**src/rtl/riscv_pipe_skid_reg.sv**
```systemverilog
// riscv_pipe_skid_reg: valid/ready pipeline-stage register with flush and an optional
// two-entry skid buffer; occupancy doubles as the FSM state.
module riscv_pipe_skid_reg #(
    parameter int DATA_W = 40,
    parameter int SKID = 1
) (
    input  logic              clk,
    input  logic              rst,
    input  logic              flush,
    input  logic              in_valid,
    output logic              in_ready,
    input  logic [DATA_W-1:0] in_data,
    output logic              out_valid,
    input  logic              out_ready,
    output logic [DATA_W-1:0] out_data,
    output logic [1:0]        occupancy
);
    typedef enum logic [1:0] {EMPTY = 2'd0, ONE = 2'd1, TWO = 2'd2} state_t;
    state_t state, state_nx;
    logic [DATA_W-1:0] main_q, skid_q;
    logic in_xfer, out_xfer, ld_main, ld_skid, from_skid;

    // Skid mode decodes in_ready from state only, so out_ready never reaches upstream.
    assign in_ready  = (SKID != 0) ? (state != TWO) : (state == EMPTY || out_ready);
    assign out_valid = state != EMPTY;
    assign occupancy = state;
    assign out_data  = main_q;
    assign in_xfer   = in_valid && in_ready;
    assign out_xfer  = out_valid && out_ready;

    always_comb begin
        state_nx  = state;
        ld_main   = 1'b0;
        ld_skid   = 1'b0;
        from_skid = 1'b0;
        if (flush) begin
            state_nx = EMPTY;
        end else begin
            case (state)
                EMPTY: begin
                    state_nx = in_xfer ? ONE : EMPTY;
                    ld_main  = in_xfer;
                end
                ONE: begin
                    state_nx = (in_xfer && !out_xfer) ? TWO : (out_xfer && !in_xfer) ? EMPTY : ONE;
                    ld_main  = in_xfer && out_xfer;
                    ld_skid  = in_xfer && !out_xfer;
                end
                TWO: begin
                    state_nx  = out_xfer ? ONE : TWO;
                    ld_main   = out_xfer;
                    from_skid = 1'b1;
                end
                default: state_nx = EMPTY;
            endcase
        end
    end

    always_ff @(posedge clk or posedge rst) begin
        if (rst) begin
            state  <= EMPTY;
            main_q <= '0;
            skid_q <= '0;
        end else begin
            state <= state_nx;
            if (ld_main) main_q <= from_skid ? skid_q : in_data;
            if (ld_skid) skid_q <= in_data;
        end
    end
endmodule

```
**config.mk**
```make
export PLATFORM = sky130hd
export DESIGN_NAME = riscv_pipe_skid_reg
export DESIGN_NICKNAME = d
export VERILOG_FILES = /design/src/rtl/riscv_pipe_skid_reg.sv
export SDC_FILE = /design/constraint.sdc
export NUM_CORES = 1
export LEC_CHECK = 0
export CORE_AREA = 2 2 81 83
export CTS_CLUSTER_SIZE = 10
export DETAILED_ROUTE_END_ITERATION = 12
export DIE_AREA = 0 0 83 85
export DONT_BUFFER_PORTS = 1
export GPL_TIMING_DRIVEN = 0
export PLACE_DENSITY = 0.75
export SLEW_MARGIN = 20
export SYNTH_ARGS = -nofsm -noshare
export SYNTH_HDL_FRONTEND = slang
export SYNTH_SLANG_ARGS = --single-unit
```
**constraint.sdc**
```tcl
create_clock -name clk -period 5 [get_ports clk]
set_input_delay 1.25 -clock clk [delete_from_list [all_inputs] [get_ports clk]]
set_output_delay 1.25 -clock clk [all_outputs]
set_load 0.01 [all_outputs]
```
==> flow_summary.toml, run 1 <==
[run_status]
outcome = "complete, no violations"

[floorplanning]
core_area_mm2 = 0.00620
die-area_mm2 = 0.00706
start_util_pct = 58.7
rows = 29
dieHeight_um = 85
io_pins = 89
die_x_um = 83

[worst_setup_path]
rr_startpoint = "occupancy[0]"
crit_path_max_fanout = 7
reg2reg_setup_slack_ns = 2.70
path_delay_family = "flip-flops"
critical-path-max-stage-delay_ns = 0.50
crit_path_end_kind = "output port"
crit_path_top_delay_cell = "dfrtp_1"
critPathLaunchType = "register"
reg2reg_depth = 7
path_buf_inv = 0
r2r-end = "skid_q[23]"
crit_type = "reg2out"
cp.arrival_ns = 1.23
worstPathCellList = "or2_2"
worst-endpoint-required_ns = 3.75

[yosys]
synth_compound_area_share_pct = 0.894
synth_cell_types = 17
synthSimpleGateAreaFrac_pct = 1.99
synth-seq-area-share_pct = 56.4
synthXorXnorAreaFrac_pct = 0
synth.ff_latch_count = 82
syn_inst = 232
synthMuxAreaShare_pct = 37.4
synthAdderAreaFrac_pct = 0.688
syn-cell-area_mm2 = 0.00364
synthesis.nets = 279
avgSynthCellArea_um2 = 15.7
synth_top_family_by_area = "multiplexers"
yosys_warnings = 0

[worst_hold_path]
hold_path_end = "skid_q[24]"
hold_depth = 1
hp-class = "reg2reg"
worstHoldStart = "skid_q[24]"

[sta]
worst_pin_slew_ns = 0.506
period_needed_ns = 2.48
fin_ws_ns = 2.52
skew_ns = 0.00837
fin_crit_sh_pct = 49.6
tns_ns = 0
setup_violations = 0
relSlewSlack_pct = 66.3
maxSlewViolCount = 0
finalHoldViolCount = 0
max_freq_mhz = 403
hold_ws_ns = 0.486
rsz0062_at_grt = "no"

[final_layout]
design_area_mm2 = 0.00395
n_antenna_cell = 0
finalNonFillerCells = 326
nFillCells = 474
area_delta_synth_final_pct = 8.49
drive_above_1_share_pct = 59.0
layout.nets = 291
fin_util_pct = 63.6

[clock_tree]
root_buffer = "clkbuf_8"
clk_pin_slew_ns = 0.08
cts_buffers = 9
htree_num_levels = 3
post-cts-setup-buffer-count = 0
cts_resized = 0
clkLatencyLatePin_ns = 0.35
cts_tree = "done"
clock_sinks = 82
cts_buffer_depth = 2
ctsHoldBuffers = 0

[global_routing]
grt-ovfl-total = 0
grt_max_degree = 44
track_usage_pct = 18.7
grt_pass1_wl_um = 10300
antenna_found_initial = 0
first_global_vias = 2055

[route]
vias = 1867
drt_iter0_markers = 16
wl_per_cell_um = 18.6
drc = 0
via_per_inst = 5.73
drt_first_pass_iters = 2
wl_um = 6070
antenna_left = 0

[placed_design]
place_inst = 310
portBuffers = 0
gp_congestion = 0.741
dpl.hpwl_um = 4240
dpl_cell_area_mm2 = 0.00376
pre_cts_slack_ns = 2.33

[power_and_ir_drop]
power_density_mw_per_mm2 = 436
report.power.total_mw = 1.72
leakage_nw = 1.67
ir_drop_v = 0.000277

[flow_run]
drv_cap = 0
## metal layers
| layer | GRT usage, % | vias to the layer above | share of wire [%] |
|---|---|---|---|
| met4 | 7.60 | 0 | 1.7 |
| met5 | 0 | - | 0 |
| met2 | 29.0 | 62 | 47 |
| li1 | - | 850 | - |
| met3 | 8.75 | 11 | 10 |
| met1 | 22.8 | 944 | 41 |
## logic make-up (layout without fill, tap and decap cells)
kind of cell | Yosys count | count (layout)
AO/OA/AOI/OAI | 3 | 3
adder cells (fa/ha/maj) | 2 | 2
buffers and inverters | 15 | 32
flip-flops | 82 | 82
multiplexers | 121 | 121
AND/OR/NAND/NOR | 9 | 9
## cells in the final DEF (no fill, tap or decap), types with 2 or more instances in the layout
cell type	count
ha_1	2
dfrtp_1	82
clkinvlp_4	2
and2_1	2
mux2_1	7
clkbuf_8	12
mux2_2	113
buf_6	4
buf_2	8
clkinv_2	2
nand2b_1	3
inv_1	2
## state kept, by name, summed over array words and instances, names as in the netlist
register / count
occupancy: 2
out_data: 40
skid_q: 40
## synthesized netlist by cell type
master    number  area share [%]
or2_2          1            0.17
mux2_1         7             2.2
nor3b_4        1            0.52
buf_6          4             1.2
inv_1          3            0.31
mux2_2       113              35
o22a_1         1            0.24
nor2_1         1            0.10
nor3b_2        1            0.34
o32ai_2        1            0.45
nand2b_1       3            0.52
buf_2          8             1.1
mux2i_1        1            0.28
ha_1           2            0.69
a21o_1         1            0.21
dfrtp_1       82              56
and2_1         2            0.34
## layout make-up
cell class,instances,area [µm²],area share [%]
Buffer,12,85.1,2.15
Inverter,3,13.8,0.349
Timing Repair Buffer,1,20.0,0.507
Clock buffer,12,165,4.18
Sequential cell,82,2050,52.0
Multi-Input combinational cell,135,1490,37.8
Clock inverter,4,25.0,0.634
Tap cell,77,96.3,2.44
## power by group
part	total (mW)	leakage (nW)	switching [mW]	internal [mW]
combinational	0.266	0.598	0.0876	0.179
sequential	1.01	0.982	0.147	0.862
clock	0.446	0.0944	0.226	0.219
## worst max path at each step
stage	start	endpoint	slack [ns]	cells after the start
after floorplan	rst	occupancy[0]	1.64	1
after global placement	rst	out_data[8]	0.77	1
after detailed placement	out_ready	out_data[36]	2.33	6
after CTS	occupancy[0]	out_valid	2.50	1
after global routing	occupancy[0]	out_valid	2.45	1
final	occupancy[0]	out_valid	2.52	1
Power figures use the tool's default switching activity.
==> run 2, diff against run 1 <==
==> constraint.sdc (replaced) <==
create_clock -name clk -period 2.46 [get_ports clk]
set_input_delay 0.615 -clock clk [delete_from_list [all_inputs] [get_ports clk]]
set_output_delay 0.615 -clock clk [all_outputs]
set_load 0.01 [all_outputs]
==> flow_summary.toml, run 2 (synthesis gave the netlist of run 1 again) <==
[sta]
maxSlewViolCount = 0
tns_ns = 0
setup_violations = 0
worst_pin_slew_ns = 0.782
max_freq_mhz = 433
skew_ns = 0.00892
period_needed_ns = 2.31
fin_crit_sh_pct = 94.0
hold_ws_ns = 0.269
relSlewSlack_pct = 47.7
finalHoldViolCount = 0
rsz0062_at_grt = "no"

[power_and_ir_drop]
p_sw_mw = 0.946
power_density_mw_per_mm2 = 929
seq_power_share_pct = 54.9
report.power.total_mw = 3.73
power_frac_clock_pct = 30.4
p_comb_share_pct = 14.7
ir_drop_v = 0.000475
leakage_nw = 1.71
switching_share_pct = 25.3
p_int_mw = 2.79

[floorplanning]
dieHeight_um = 85
io_pins = 89
start_util_pct = 58.7
rows = 29
die_x_um = 83
die-area_mm2 = 0.00706
core_area_mm2 = 0.00620

[route]
via_per_inst = 5.78
wl_um = 6310
drt_first_pass_iters = 4
drt_iter0_markers = 40
antenna_left = 0
vias = 1890
wl_per_cell_um = 19.3
drc = 0

[worst_setup_path]
critical-path-max-stage-delay_ns = 0.50
critPathLaunchType = "register"
cp.arrival_ns = 2.54
path_delay_family = "simple AND/OR/NAND/NOR gates"
path_buf_inv = 2
r2r-end = "skid_q[22]"
reg2reg_setup_slack_ns = 0.15
crit_path_max_fanout = 10
crit_path_end_kind = "register"
worst-endpoint-required_ns = 2.69
rr_startpoint = "occupancy[0]"
crit_type = "reg2reg"
worstPathCellList = "or2_2 -> and2_1 -> inv_1 -> ha_1 -> nor3b_4 -> buf_6 -> mux2_2"
reg2reg_depth = 7
cp.depth = 7
crit_path_top_delay_cell = "dfrtp_1"

[global_routing]
first_global_vias = 2055
grt-ovfl-total = 0
antenna_found_initial = 0
track_usage_pct = 19.6
grt_pass1_wl_um = 10700
grt_max_degree = 35

[clock_tree]
cts_buffers = 9
ctsHoldBuffers = 0
cts_resized = 0
clk_pin_slew_ns = 0.08
root_buffer = "clkbuf_8"
clock_sinks = 82
cts_buffer_depth = 2
htree_num_levels = 3
post-cts-setup-buffer-count = 0
clkLatencyLatePin_ns = 0.35
cts_tree = "done"

[placed_design]
portBuffers = 0
gp_congestion = 0.740
dpl.hpwl_um = 4460

[final_layout]
layout.nets = 292
n_antenna_cell = 0
final_common_cell = "mux2_2"
drive_above_1_share_pct = 58.8
area_delta_synth_final_pct = 10.5
final_cell_mix = "mux2_2 (113), dfrtp_1 (82), clkbuf_8 (9)"

[worst_hold_path]
hp-class = "in2async"

[run_status]
outcome = "complete, no violations"

[flow_run]
drv_cap = 0
==> run 2: changes by cell type in the layout (fill, tap and decap cells not counted) <==
cell        delta
buf_16         +1
bufinv_16      +3
clkbuf_1       +1
clkbuf_8       -3
clkinv_2       +1
clkinvlp_4     -1
inv_4          -1
==> run 2: worst max-delay path by stage <==
stage	startpoint	endpoint	slack, ns
3_3_place_gp	occupancy[0]	skid_q[15]	0.17
3_5_place_dp	occupancy[0]	skid_q[23]	0.14
2_1_floorplan	occupancy[0]	skid_q[10]	0.37
6_report	occupancy[0]	skid_q[22]	0.15
5_1_grt	occupancy[0]	skid_q[20]	0.02
4_1_cts	occupancy[0]	skid_q[22]	0.12
==> run 2: through the flow <==
stage / setup slack (ns) / util (%) / instances / instance area, µm²
floorplan: 0.366 / - / 232 / 3640
global placement: 0.173 / 60.3 / 309 / 3740
detailed placement: 0.135 / 61.0 / 311 / 3790
CTS: 0.119 / 64.8 / 327 / 4020
global route: 0.0205 / 64.8 / 327 / 4020
finish: 0.148 / 64.8 / 327 / 4020
==> run 2: power groups by stage <==
stage | sequential (mW) | clock, mW | combinational, mW
floorplan | 2.01 | 0 | 0.481
detailed placement | 2.08 | 0 | 0.562
finish | 2.05 | 1.13 | 0.550
global route | 2.11 | 1.21 | 0.610
CTS | 2.06 | 1.16 | 0.562
global placement | 2.06 | 0 | 0.523
==> run 2: final cells by class <==
class | instances | area, µm²
buffer | 12 | 85.1
clock inverter | 6 | 105
inverter | 3 | 15.0
multi-input combinational | 135 | 1490
clock buffer | 10 | 128
timing repair buffer | 2 | 47.5
sequential | 82 | 2050
tap | 77 | 96.3
fill | 475 | 2180
==> run 2: worst reg2reg max path: stages, from the launching register on <==
cell	delay [ns]
dfrtp_1	0.50
or2_2	0.40
and2_1	0.20
inv_1	0.06
ha_1	0.13
nor3b_4	0.34
buf_6	0.22
mux2_2	0.35
==> run 2: routing by layer <==
layer  track usage [%]  vias up  wire (µm)
li1                  -      849          -
met1              24.7      963       2650
met2              30.1       65       2960
met3              7.88       13        576
met4              8.94        0        131
met5                 0        -          0
==> run 3, diff against run 2 <==
--- a/config.mk
+++ b/config.mk
@@ -5,6 +5,7 @@
 export SDC_FILE = /design/constraint.sdc
 export NUM_CORES = 1
 export LEC_CHECK = 0
+export CAP_MARGIN = 25
 export CORE_AREA = 2 2 81 83
 export CTS_CLUSTER_SIZE = 10
 export DETAILED_ROUTE_END_ITERATION = 12
==> results of run 3 <==
Final layout, timing and power as in run 2 (identical DEF).
